### src/rtl/mux_scan_pkg.sv
// ---------------------------------------------------------------------------
// mux_scan_pkg
// Shared types and helpers for the 4:1 mux scan controller.
//   state_t    : controller FSM states
//   NUM_CH     : number of mux channels (fixed at 4)
//   SEL_W      : width of the mux select {s1,s0}
//   lowest_set : index of the lowest set bit of a channel mask
//   maj3       : 2-of-3 majority vote (used only with MUX_SCAN_MAJORITY_EN)
// ---------------------------------------------------------------------------
package mux_scan_pkg;

  localparam int NUM_CH = 4;
  localparam int SEL_W  = 2;

  typedef enum logic [1:0] {
    ST_IDLE    = 2'd0,
    ST_SETTLE  = 2'd1,
    ST_SAMPLE  = 2'd2,
    ST_PRESENT = 2'd3
  } state_t;

  // Returns 0 for an empty mask; callers qualify with their own "none" flag.
  function automatic logic [SEL_W-1:0] lowest_set(input logic [NUM_CH-1:0] m);
    logic [SEL_W-1:0] r;
    r = 2'd0;
    for (int i = NUM_CH - 1; i >= 0; i--) begin
      if (m[i]) begin
        r = i[SEL_W-1:0];
      end else begin
        r = r;
      end
    end
    return r;
  endfunction

  function automatic logic maj3(input logic a, input logic b, input logic c);
    return (a & b) | (a & c) | (b & c);
  endfunction

endpackage

### src/rtl/mux_scan_next_ch.sv
// ---------------------------------------------------------------------------
// mux_scan_next_ch
// Combinational search for the next enabled channel.
//   mask    in  : channel enable mask
//   cur     in  : current channel
//   incl    in  : 1 = the current channel itself qualifies (first-channel
//                 search with cur=0), 0 = strictly above cur
//   next_ch out : lowest qualifying enabled channel
//   none    out : no qualifying channel exists
// ---------------------------------------------------------------------------
module mux_scan_next_ch
  import mux_scan_pkg::*;
(
  input  logic [NUM_CH-1:0] mask,
  input  logic [SEL_W-1:0]  cur,
  input  logic              incl,
  output logic [SEL_W-1:0]  next_ch,
  output logic              none
);

  logic [NUM_CH-1:0] cand_s;

  // Keep only enabled channels at/above the current one, then pick the lowest.
  always_comb begin
    cand_s = 4'b0000;
    for (int i = 0; i < NUM_CH; i++) begin
      if (mask[i] && ((i > int'(cur)) || (incl && (i == int'(cur))))) begin
        cand_s[i] = 1'b1;
      end else begin
        cand_s[i] = 1'b0;
      end
    end
    next_ch = lowest_set(cand_s);
    none    = (cand_s == 4'b0000);
  end

endmodule

### src/rtl/mux_scan_ctrl.sv
// ---------------------------------------------------------------------------
// mux_scan_ctrl
// Scans the enabled inputs of a 4:1 bit mux, waits a programmable settle
// time after every select change, samples mux_out and hands the assembled
// 4-bit frame downstream over valid/ready.
//   clk, rst_n   : clock, asynchronous active-low reset
//   start        : one-cycle pulse, begins a scan when idle
//   cont         : re-scan automatically after each accepted frame
//   chan_mask    : per-channel enable (bit i = channel i)
//   dwell        : extra settle cycles after each select change
//   mux_out      : mux output (same clock domain)
//   s0, s1       : mux select LSB / MSB
//   frame_data   : bit i = sample of channel i, 0 when disabled
//   frame_valid  : frame available; frame_ready accepts it
//   busy         : high in every state except IDLE
// Build option: define MUX_SCAN_MAJORITY_EN for a 3-cycle SAMPLE with
// 2-of-3 majority voting of the captures.
// Only NUM_CH = 4 is supported.
// ---------------------------------------------------------------------------
module mux_scan_ctrl #(
  parameter int DWELL_W = 4,
  parameter int NUM_CH  = 4
) (
  input  logic               clk,
  input  logic               rst_n,
  input  logic               start,
  input  logic               cont,
  input  logic [NUM_CH-1:0]  chan_mask,
  input  logic [DWELL_W-1:0] dwell,
  input  logic               mux_out,
  output logic               s0,
  output logic               s1,
  output logic [NUM_CH-1:0]  frame_data,
  output logic               frame_valid,
  input  logic               frame_ready,
  output logic               busy
);

  import mux_scan_pkg::*;

  state_t             state_r;
  logic [SEL_W-1:0]   sel_r;
  logic [NUM_CH-1:0]  mask_r;
  logic [DWELL_W-1:0] dwell_r;
  logic               cont_r;
  logic [DWELL_W-1:0] cnt_r;
  logic [NUM_CH-1:0]  acc_r;
  logic [NUM_CH-1:0]  frame_data_r;
  logic               frame_valid_r;
  logic               busy_r;

  logic [NUM_CH-1:0]  first_mask_s;
  logic [SEL_W-1:0]   first_ch_s;
  logic               first_none_s;
  logic [SEL_W-1:0]   next_ch_s;
  logic               next_none_s;
  logic               sample_done_s;
  logic               sample_bit_s;

  // In IDLE the first channel comes from the live mask; on a continuous
  // restart it comes from the latched one.
  always_comb begin
    if (state_r == ST_IDLE) begin
      first_mask_s = chan_mask;
    end else begin
      first_mask_s = mask_r;
    end
  end

  mux_scan_next_ch u_first (
    .mask    (first_mask_s),
    .cur     (2'd0),
    .incl    (1'b1),
    .next_ch (first_ch_s),
    .none    (first_none_s)
  );

  mux_scan_next_ch u_next (
    .mask    (mask_r),
    .cur     (sel_r),
    .incl    (1'b0),
    .next_ch (next_ch_s),
    .none    (next_none_s)
  );

`ifdef MUX_SCAN_MAJORITY_EN
  logic [1:0] smp_cnt_r;
  logic [1:0] cap_r;

  // Captures the first two SAMPLE cycles; the third is voted with them live.
  always_ff @(posedge clk or negedge rst_n) begin
    if (!rst_n) begin
      smp_cnt_r <= 2'd0;
      cap_r     <= 2'b00;
    end else if ((state_r == ST_SAMPLE) && !sample_done_s) begin
      cap_r[smp_cnt_r[0]] <= mux_out;
      smp_cnt_r           <= smp_cnt_r + 2'd1;
    end else begin
      smp_cnt_r <= 2'd0;
    end
  end

  // Vote is valid on the last of the three SAMPLE cycles.
  always_comb begin
    sample_done_s = (smp_cnt_r == 2'd2);
    sample_bit_s  = maj3(cap_r[0], cap_r[1], mux_out);
  end
`else
  // Single-cycle SAMPLE: the frame bit is mux_out as seen this cycle.
  always_comb begin
    sample_done_s = 1'b1;
    sample_bit_s  = mux_out;
  end
`endif

  // Scan sequencer with registered selects, frame and status outputs.
  always_ff @(posedge clk or negedge rst_n) begin
    if (!rst_n) begin
      state_r       <= ST_IDLE;
      sel_r         <= 2'd0;
      mask_r        <= 4'b0000;
      dwell_r       <= '0;
      cont_r        <= 1'b0;
      cnt_r         <= '0;
      acc_r         <= 4'b0000;
      frame_data_r  <= 4'b0000;
      frame_valid_r <= 1'b0;
      busy_r        <= 1'b0;
    end else begin
      case (state_r)
        ST_IDLE: begin
          if (start && !first_none_s) begin
            mask_r  <= chan_mask;
            dwell_r <= dwell;
            cont_r  <= cont;
            acc_r   <= 4'b0000;
            sel_r   <= first_ch_s;
            cnt_r   <= dwell;
            busy_r  <= 1'b1;
            state_r <= ST_SETTLE;
          end
        end
        ST_SETTLE: begin
          if (cnt_r == '0) begin
            state_r <= ST_SAMPLE;
          end else begin
            cnt_r <= cnt_r - {{(DWELL_W-1){1'b0}}, 1'b1};
          end
        end
        ST_SAMPLE: begin
          if (sample_done_s) begin
            acc_r[sel_r] <= sample_bit_s;
            if (!next_none_s) begin
              sel_r   <= next_ch_s;
              cnt_r   <= dwell_r;
              state_r <= ST_SETTLE;
            end else begin
              state_r <= ST_PRESENT;
            end
          end
        end
        ST_PRESENT: begin
          // Frame is published one cycle after the last sample lands, so
          // frame_data only ever changes together with a rising frame_valid.
          if (!frame_valid_r) begin
            frame_valid_r <= 1'b1;
            frame_data_r  <= acc_r;
          end else if (frame_ready) begin
            frame_valid_r <= 1'b0;
            if (cont_r) begin
              acc_r   <= 4'b0000;
              sel_r   <= first_ch_s;
              cnt_r   <= dwell_r;
              state_r <= ST_SETTLE;
            end else begin
              busy_r  <= 1'b0;
              state_r <= ST_IDLE;
            end
          end
        end
        default: begin
          state_r       <= ST_IDLE;
          frame_valid_r <= 1'b0;
          busy_r        <= 1'b0;
        end
      endcase
    end
  end

  assign s0          = sel_r[0];
  assign s1          = sel_r[1];
  assign frame_data  = frame_data_r;
  assign frame_valid = frame_valid_r;
  assign busy        = busy_r;

endmodule
### config.mk
export PLATFORM = sky130hd
export DESIGN_NAME = mux_scan_ctrl
export DESIGN_NICKNAME = d
export VERILOG_FILES = /design/src/rtl/mux_scan_pkg.sv /design/src/rtl/mux_scan_next_ch.sv /design/src/rtl/mux_scan_ctrl.sv
export SDC_FILE = /design/constraint.sdc
export NUM_CORES = 1
export LEC_CHECK = 0
export ABC_CLOCK_PERIOD_IN_PS = 2150
export CORE_MARGIN = 2
export CORE_UTILIZATION = 45
export CTS_CLUSTER_DIAMETER = 80
export DETAILED_ROUTE_END_ITERATION = 6
export PLACE_DENSITY = 0.76
export SLEW_MARGIN = 5
export SYNTH_ARGS = -nofsm -noshare
export SYNTH_HDL_FRONTEND = slang
export SYNTH_SLANG_ARGS = --single-unit
### constraint.sdc
create_clock -name clk -period 2.15 [get_ports clk]
set_clock_uncertainty 0.05 [all_clocks]
set_input_delay 0.43 -clock clk [delete_from_list [all_inputs] [get_ports clk]]
set_output_delay 0.43 -clock clk [all_outputs]
set_load 0.02 [all_outputs]
# == Yosys cells after proc, flatten, opt, wreduce, memory -nomap -nowiden ==
# Cells that the tools add are included.
# classes
n_addsub,1
order_cmp,5
eq_ne,11
muxes,50
bitwise,1
reduce_logical,19
# op_table
operator,count
4-bit two-way mux,11
2-bit two-way mux,17
4-bit one-hot mux with 4 select lines,1
1-bit two-way mux,15
2-bit inequality test (second input constant),7
4-bit zero test,3
4-bit one-hot mux with 3 select lines,1
6-bit AND reduction,2
5-bit AND reduction,2
2-bit one-hot mux with 4 select lines,1
2-bit one-hot mux with 3 select lines,1
1-bit logical AND,5
4-bit bitwise mux,1
2-bit equality test (second input constant),2
2-bit greater-than comparator (first input constant),2
2-bit AND reduction,2
4-bit AND reduction,1
4-bit by 1-bit subtractor with 4-bit output (second input constant),1
2-bit by 3-bit < comparator with 1-bit output (second input constant),1
3-bit nonzero test,1
1-bit demux with 2-bit select,1
2-bit by 1-bit equality test with 1-bit output (second input constant),1
2-bit by 1-bit greater-or-equal comparator with 1-bit output (second input constant),1
1-bit by 2-bit greater-than comparator with 1-bit output (first input constant),1
6 further kinds,6
# word_totals
register_bits,27
inputBits,14
output_inout_bits,8

# == Longest topological paths before layout ==
# Gate-level depths: netlist of run 1.
# depth
depth_word,11
depth_mapped,6
ltp_nobuf,6

# == By module ==
# From an unflattened synthesis of run 1, not the netlist that was laid out.
# hier_totals
hier_cells,161
area_unflattened_um2,1642.8
# by_module_without_submodules
mod,instances,cells_each,area_per_inst_um2
mux_scan_ctrl,1,129,1442.6
mux_scan_next_ch,2,16,100.1

# == Least setup slack after synthesis of run 1 ==
# Ideal clock, no wire load.
# synth_timing
path_kind,flip-flop to flip-flop
start,reg sel_r[1]
end,reg sel_r[0]
setup_time_ns,0.128
arrival_ns,1.557
slack_ns,0.416
stages_incl_launch_ff,6
path_buffers,1
period_less_slack_ns,1.734
path_cell_list,dfrtp_1 buf_6 or3b_4 o2111ai_4 nand3_2 mux2_1
# synth_via
elab_chain_len,8
# synth_rtl
element,line_no,source
start: declaration,mux_scan_ctrl.sv:42,logic [SEL_W-1:0] sel_r;
start signal: assignment,mux_scan_ctrl.sv:137,sel_r <= first_ch_s;
start signal: assignment,mux_scan_ctrl.sv:154,sel_r <= next_ch_s;
start signal: assignment,mux_scan_ctrl.sv:172,sel_r <= first_ch_s;
2-bit greater-than comparator,mux_scan_next_ch.sv:27,if (mask[i] && ((i > int'(cur)) || (incl && (i == int'(cur))))) begin
1-bit logical AND,mux_scan_next_ch.sv:27,
1-bit two-way mux,mux_scan_next_ch.sv:27,
2-bit two-way mux (3 in a row),mux_scan_pkg.sv:27,if (m[i]) begin
2-bit two-way mux,mux_scan_ctrl.sv:153,if (!next_none_s) begin
2-bit one-hot mux with 3 select lines,mux_scan_ctrl.sv:130,case (state_r)
# Parallel ways exist; a longest one is shown, timed or not. The select of a mux whose other input is x is not followed.
# A chain may end at the register's enable or synchronous reset.

# == Worst setup path in the final report of run 1 ==
# layout_timing
start,reg sel_r[1]
end,out s1
# layout_lines
element,line_no,source
end: declaration,mux_scan_ctrl.sv:32,"output logic s1,"
# No word-level cell between the ends.

==> run metrics, run 1 <==
layout cells sized above 1=21.0%; Async S/R FF share, synth=100%; Tcrit/Tclk final=90.7%; Yosys cell types=44; Vert. Die Dim=62.6 µm; critical path, cell by cell=clkdlybuf4s50_1; grt ovf=0; routed vias/inst=5.49; Synth Instances=139; top cells by area, synth=dfrtp_1 44%, mux2_2 8.7%, o21ai_0 3.2%; floorplan row count=21; Area Overhead vs Synth=20.1%; Critical path buffers and inverters=1; Top Ports=22; Pins Over Slew Limit=0; WS Path Type=reg -> out; Final min period=1.95 ns; gpl congestion=0.825; Final setup viols=0; CTS Root Cell=clkbuf_4; Worst VDD drop=0.706 mV; Seq/Total Area, Yosys=43.7%; CTS sink cnt=27; H-tree depth=1; Max-slew headroom=68.8%; crit start category=flip-flop; Final Hold Fails=0; hold_ws=0.419 ns; CP Data Required Time=1.67 ns; R2R depth=6; Stages on worst setup path=1; clk_lat worst skew=0.32 ns; fmax=0.513 GHz; GRT Total Usage=18.6%; Die X-Extent=62.6 µm; Critical-path top delay cell=clkdlybuf4s50_1; vias in the first global route=1213; worst hold path class=in -> async; first-pass GRT wire length=5820 µm; Final ANT Viol Nets=0; clock buffer depth=2; Netlist Area Pre-Place=1550 µm²; top cells by count, synth=27 x dfrtp_1, 12 x mux2_2, 10 x o21ai_0; Layout Nets=183; Via Count=1169; Worst-Margin Slew=0.466 ns; routed wire length=3270 µm; Max Cap Viol=0; first-pass iteration count of the detailed router=4; clock buffer count from CTS=3; Detail Placement HPWL=2490 µm; FF-to-FF End=cnt_r[1]; Reg-to-Reg Start=cnt_r[0]; Leak Pwr=0.782 nW; CP max stage delay=0.64 ns; Final Non-Filler Cells=213; Post-Syn Nets=154; Register Area=677 µm²; dpl cells=209; Layout Utilization=56.2%; Fill cells=308; EDFF count, synth=0; initial antenna violation count=0; post-synth top area share=43.7%; fin area=1860 µm²; Main synth FF type=dfrtp_1; cell family with most CP delay=buffers and inverters; DRC viols=0; Routed wire per std cell=15.4 µm; multi-input logic area=798 µm²; status=completed; Placement Cell Area=1830 µm²; n_diodes=0; yosys warns=0; Post-CTS Hold Fix Bufs=0; largest area contributor in the netlist=dfrtp_1; Power Density=1310 nW/µm²; R2R setup slack=0.32 ns; Yosys reg bits=27; CORE AREA=3310 µm²; PortBufs=21; die area=3920 µm²; RSZ-0062 raised after global routing=false; largest net degree at the start of global routing=28; TNS Setup=0 ns; CP endpoint kind=output port; top-count cell post-synth=dfrtp_1; CTS tree=built; Max FO, Critical Path=10; arrival time at the worst endpoint=1.47 ns; average cell area after synthesis=11.1 µm²; clk slew on worst S/H paths=0.15 ns; Initial Util=46.7%; DR iter-0 viols=49
[layout make-up]
cell class / count / area share (%)
Multi-Input combinational cell: 99 / 42.9
Sequential cell: 27 / 36.4
Timing Repair Buffer: 29 / 14.5
Tap cell: 46 / 3.10
Inverter: 8 / 1.62
Clock buffer: 4 / 1.41
[through the flow]
stage | setup slack (ns) | power (mW)
after global routing | 0.0983 | 2.64
after CTS | 0.0842 | 2.45
after detailed placement | -0.00815 | 2.23
after global placement | 0.0242 | 2.16
after floorplan | 0.416 | 1.84
final | 0.199 | 2.43
[cell families after synthesis]
kind of cell    after synthesis  share of synthesized area, %
compound gates               37                          18.7
xor+xnor                      1                         0.566
fa+ha+maj                     1                         0.808
buf+inv                      13                          4.77
flops                        27                          43.7
mux                          19                          13.7
simple gates                 41                          17.8
[power by group]
group / leakage (nW) / internal (mW) / switching, mW
logic: 0.429 / 0.659 / 0.589
registers: 0.337 / 0.731 / 0.234
clock network: 0.0150 / 0.0726 / 0.149
[placed cells by master, fill, tap and decap left out, types with 2 or more instances in the layout]
master,instances
dfrtp_1,26
clkdlybuf4s50_1,21
mux2_2,12
o21ai_0,10
inv_1,8
a21oi_1,8
buf_4,8
nor2_1,7
nand2_1,7
mux2i_1,4
a32o_1,4
nand2b_1,3
nand4_1,3
o21bai_1,3
nor2b_1,3
clkbuf_4,3
nand3_1,2
and2b_1,2
nand4b_1,2
and2_1,2
a221oi_1,2
mux2_1,2
[routing by layer]
layer	global-route usage, %	vias to the layer above	routed length, µm
met1	24.0	577	1460
met3	1.98	0	84
li1	-	572	-
met2	33.1	20	1730
met4	5.00	0	0
met5	0	-	0
[registers in the layout (all words and copies together), names as in the netlist]
register	count
busy	1
frame_valid	1
cont_r	1
acc_r	4
dwell_r	4
state_r	2
mask_r	4
frame_data	4
sel_r	2
cnt_r	4
[how the worst max path moves through the flow]
stage | slack [ns] | to | from
2_1_floorplan | 0.42 | sel_r[0] | sel_r[1]
3_3_place_gp | 0.02 | sel_r[1] | chan_mask[2]
3_5_place_dp | -0.008 | sel_r[1] | chan_mask[2]
4_1_cts | 0.08 | s1 | sel_r[1]
5_1_grt | 0.1 | cnt_r[1] | cnt_r[0]
6_report | 0.20 | s1 | sel_r[1]
[timing repair]
item	in CTS	in global routing
resized for setup	0	1
setup buffers	0	0
endpoints found under the setup margin	0	1
Power figures use the tool's default switching activity.
==> run 2: changes to the inputs <==
--- a/config.mk
+++ b/config.mk
@@ -5,12 +5,14 @@
 export SDC_FILE = /design/constraint.sdc
 export NUM_CORES = 1
 export LEC_CHECK = 0
+export ABC_AREA = 1
 export ABC_CLOCK_PERIOD_IN_PS = 2150
 export CORE_MARGIN = 2
 export CORE_UTILIZATION = 45
 export CTS_CLUSTER_DIAMETER = 80
 export DETAILED_ROUTE_END_ITERATION = 6
 export PLACE_DENSITY = 0.76
+export SKIP_LAST_GASP = 1
 export SLEW_MARGIN = 5
 export SYNTH_ARGS = -nofsm -noshare
 export SYNTH_HDL_FRONTEND = slang
==> run 2 against run 1 <==
Combinational power is 11% higher. Wire length is 12% lower. Setup slack better by 0.021 ns. Total power is 2.9% higher. First-iteration DRC count is 55% higher. Cell count is 21% higher. Sequential share of layout area is 1.1 points higher. Synthesized cell count is 36% higher. Die area is 2.8% lower. Via count is 10% higher. Clock-buffer cell count is 1 lower. Hold slack worse by 0.035 ns.
==> run metrics, run 2 <==
Layout Nets=230; Final Hold Fails=0; clock buffer count from CTS=3; fmax=0.518 GHz; CP max stage delay=0.64 ns; layout cells sized above 1=12.1%; top cells by count, synth=62 x nand2_1, 28 x inv_1, 27 x dfrtp_1; Fill cells=310; die area=3810 µm²; EDFF count, synth=0; Post-Syn Nets=204; Resized Gates After CTS=0; Critical-path top delay cell=clkdlybuf4s50_1; Tcrit/Tclk final=89.8%; status=completed; WS Path Type=reg -> out; GRT Total Usage=18.2%; Max-slew headroom=69.9%; Placement Cell Area=1770 µm²; Max Cap Viol=0; H-tree depth=1; routed vias/inst=4.98; Post-CTS Hold Fix Bufs=0; clock buffer depth=2; Worst VDD drop=0.584 mV; Worst-Margin Slew=0.452 ns; Die X-Extent=61.8 µm; PortBufs=21; Power Density=1390 nW/µm²; multi-input logic area=698 µm²; DRC viols=0; Via Count=1286; Leak Pwr=0.928 nW; Reg-to-Reg Start=state_r[1]; Area Overhead vs Synth=19.8%; Yosys reg bits=27; first-pass GRT wire length=5110 µm; Async S/R FF share, synth=100%; most common cell after layout, fill and taps aside=nand2_1; CP startpoint=sel_r[0]; gpl congestion=0.895; Yosys cell types=23; initial antenna violation count=0; post-synth top area share=45.0%; largest area contributor in the netlist=dfrtp_1; Synth Instances=189; Final ANT Viol Nets=0; Final setup viols=0; Stages on worst setup path=1; worst hold path class=in -> async; average cell area after synthesis=7.94 µm²; TNS Setup=0 ns; Routed wire per std cell=11.2 µm; RSZ-0062 raised after global routing=false; DR iter-0 viols=76; Top Ports=22; fin area=1800 µm²; vias in the first global route=1136; largest net degree at the start of global routing=28; Final min period=1.93 ns; Register Area=676 µm²; hold_ws=0.384 ns; grt ovf=0; CTS sink cnt=27; CORE AREA=3100 µm²; CP Data Required Time=1.67 ns; CTS tree=built; top-count cell post-synth=nand2_1; arrival time at the worst endpoint=1.45 ns; CP endpoint kind=output port; R2R setup slack=0.28 ns; clk_lat worst skew=0.33 ns; critical path, cell by cell=clkdlybuf4s50_1; total power=2.50 mW; setup repair bufs after CTS=0; FF-to-FF End=cnt_r[0]; floorplan row count=20; clk slew on worst S/H paths=0.15 ns; n_diodes=0; Netlist Area Pre-Place=1500 µm²; Pins Over Slew Limit=0; Main synth FF type=dfrtp_1; Seq/Total Area, Yosys=45.0%; R2R depth=10; top cells by area, synth=dfrtp_1 45%, nand2_1 16%, inv_1 7.0%; Critical Path End=s0; first-pass iteration count of the detailed router=4; Detail Placement HPWL=2240 µm; Vert. Die Dim=61.8 µm; CTS Root Cell=clkbuf_4; cell family with most CP delay=buffers and inverters; yosys warns=0; Max FO, Critical Path=7; routed wire length=2890 µm; crit start category=flip-flop; Critical path buffers and inverters=1; most frequent cells in the layout=62 x nand2_1, 28 x inv_1, 27 x dfrtp_1, 21 x clkdlybuf4s50_1, 13 x nor2_1; Initial Util=48.4%
==> run 2: cell count changes in the layout (fill, tap and decap cells not counted), sizes merged, moves of 4 or more <==
cell / delta
nand2: +58
inv: +20
mux2: -11
nand3: +7
nor2: +7
buf: -6
o21ai: +6
a21oi: -4
a32o: -4
mux2i: -4
==> run 2: cells by family after synthesis <==
group                      share of synthesized area, %
AOI/OAI and AO/OA                                  14.2
xor gates and xnor gates                          0.583
adders and majority gates                         0.833
buffers and inverters                              8.50
DFF                                                45.0
muxes                                              3.00
and+or+nand+nor                                    27.9
==> run 2: cell type report <==
cell class                 instances  share of cell area [%]
multi-input combinational        132                    38.8
inverter                          28                    5.84
tap                               44                    3.06
timing repair buffer              23                    13.2
clock buffer                       3                    1.25
clock inverter                     1                   0.278
sequential                        27                    37.6
==> run 2: metal layers <==
layer	track usage [%]	vias to the layer above	wire, µm
li1	-	661	-
met4	6.38	0	48
met2	27.7	40	1260
met3	2.48	5	178
met5	0	-	0
met1	26.6	580	1400
==> run 2: how the worst min path moves through the flow <==
stage | startpoint | end
2_1_floorplan | rst_n | acc_r[0]
3_3_place_gp | acc_r[3] | acc_r[3]
3_5_place_dp | acc_r[1] | acc_r[1]
4_1_cts | rst_n | cont_r
5_1_grt | rst_n | cont_r
6_report | rst_n | dwell_r[3]
==> run 2: metrics by stage <==
| stage | util, % | std cells | setup WS, ns |
|---|---|---|---|
| floorplan | - | 189 | 0.509 |
| global placement | 57.1 | 254 | 0.199 |
| detailed placement | 57.1 | 254 | 0.177 |
| CTS | 58.0 | 258 | 0.196 |
| global route | 58.0 | 258 | 0.0948 |
| finish | 58.0 | 258 | 0.220 |
==> run 2: where the power goes <==
part / switching [mW] / internal [mW] / total, mW
Clock: 0.159 / 0.0701 / 0.229
Sequential: 0.174 / 0.712 / 0.886
Combinational: 0.829 / 0.561 / 1.39
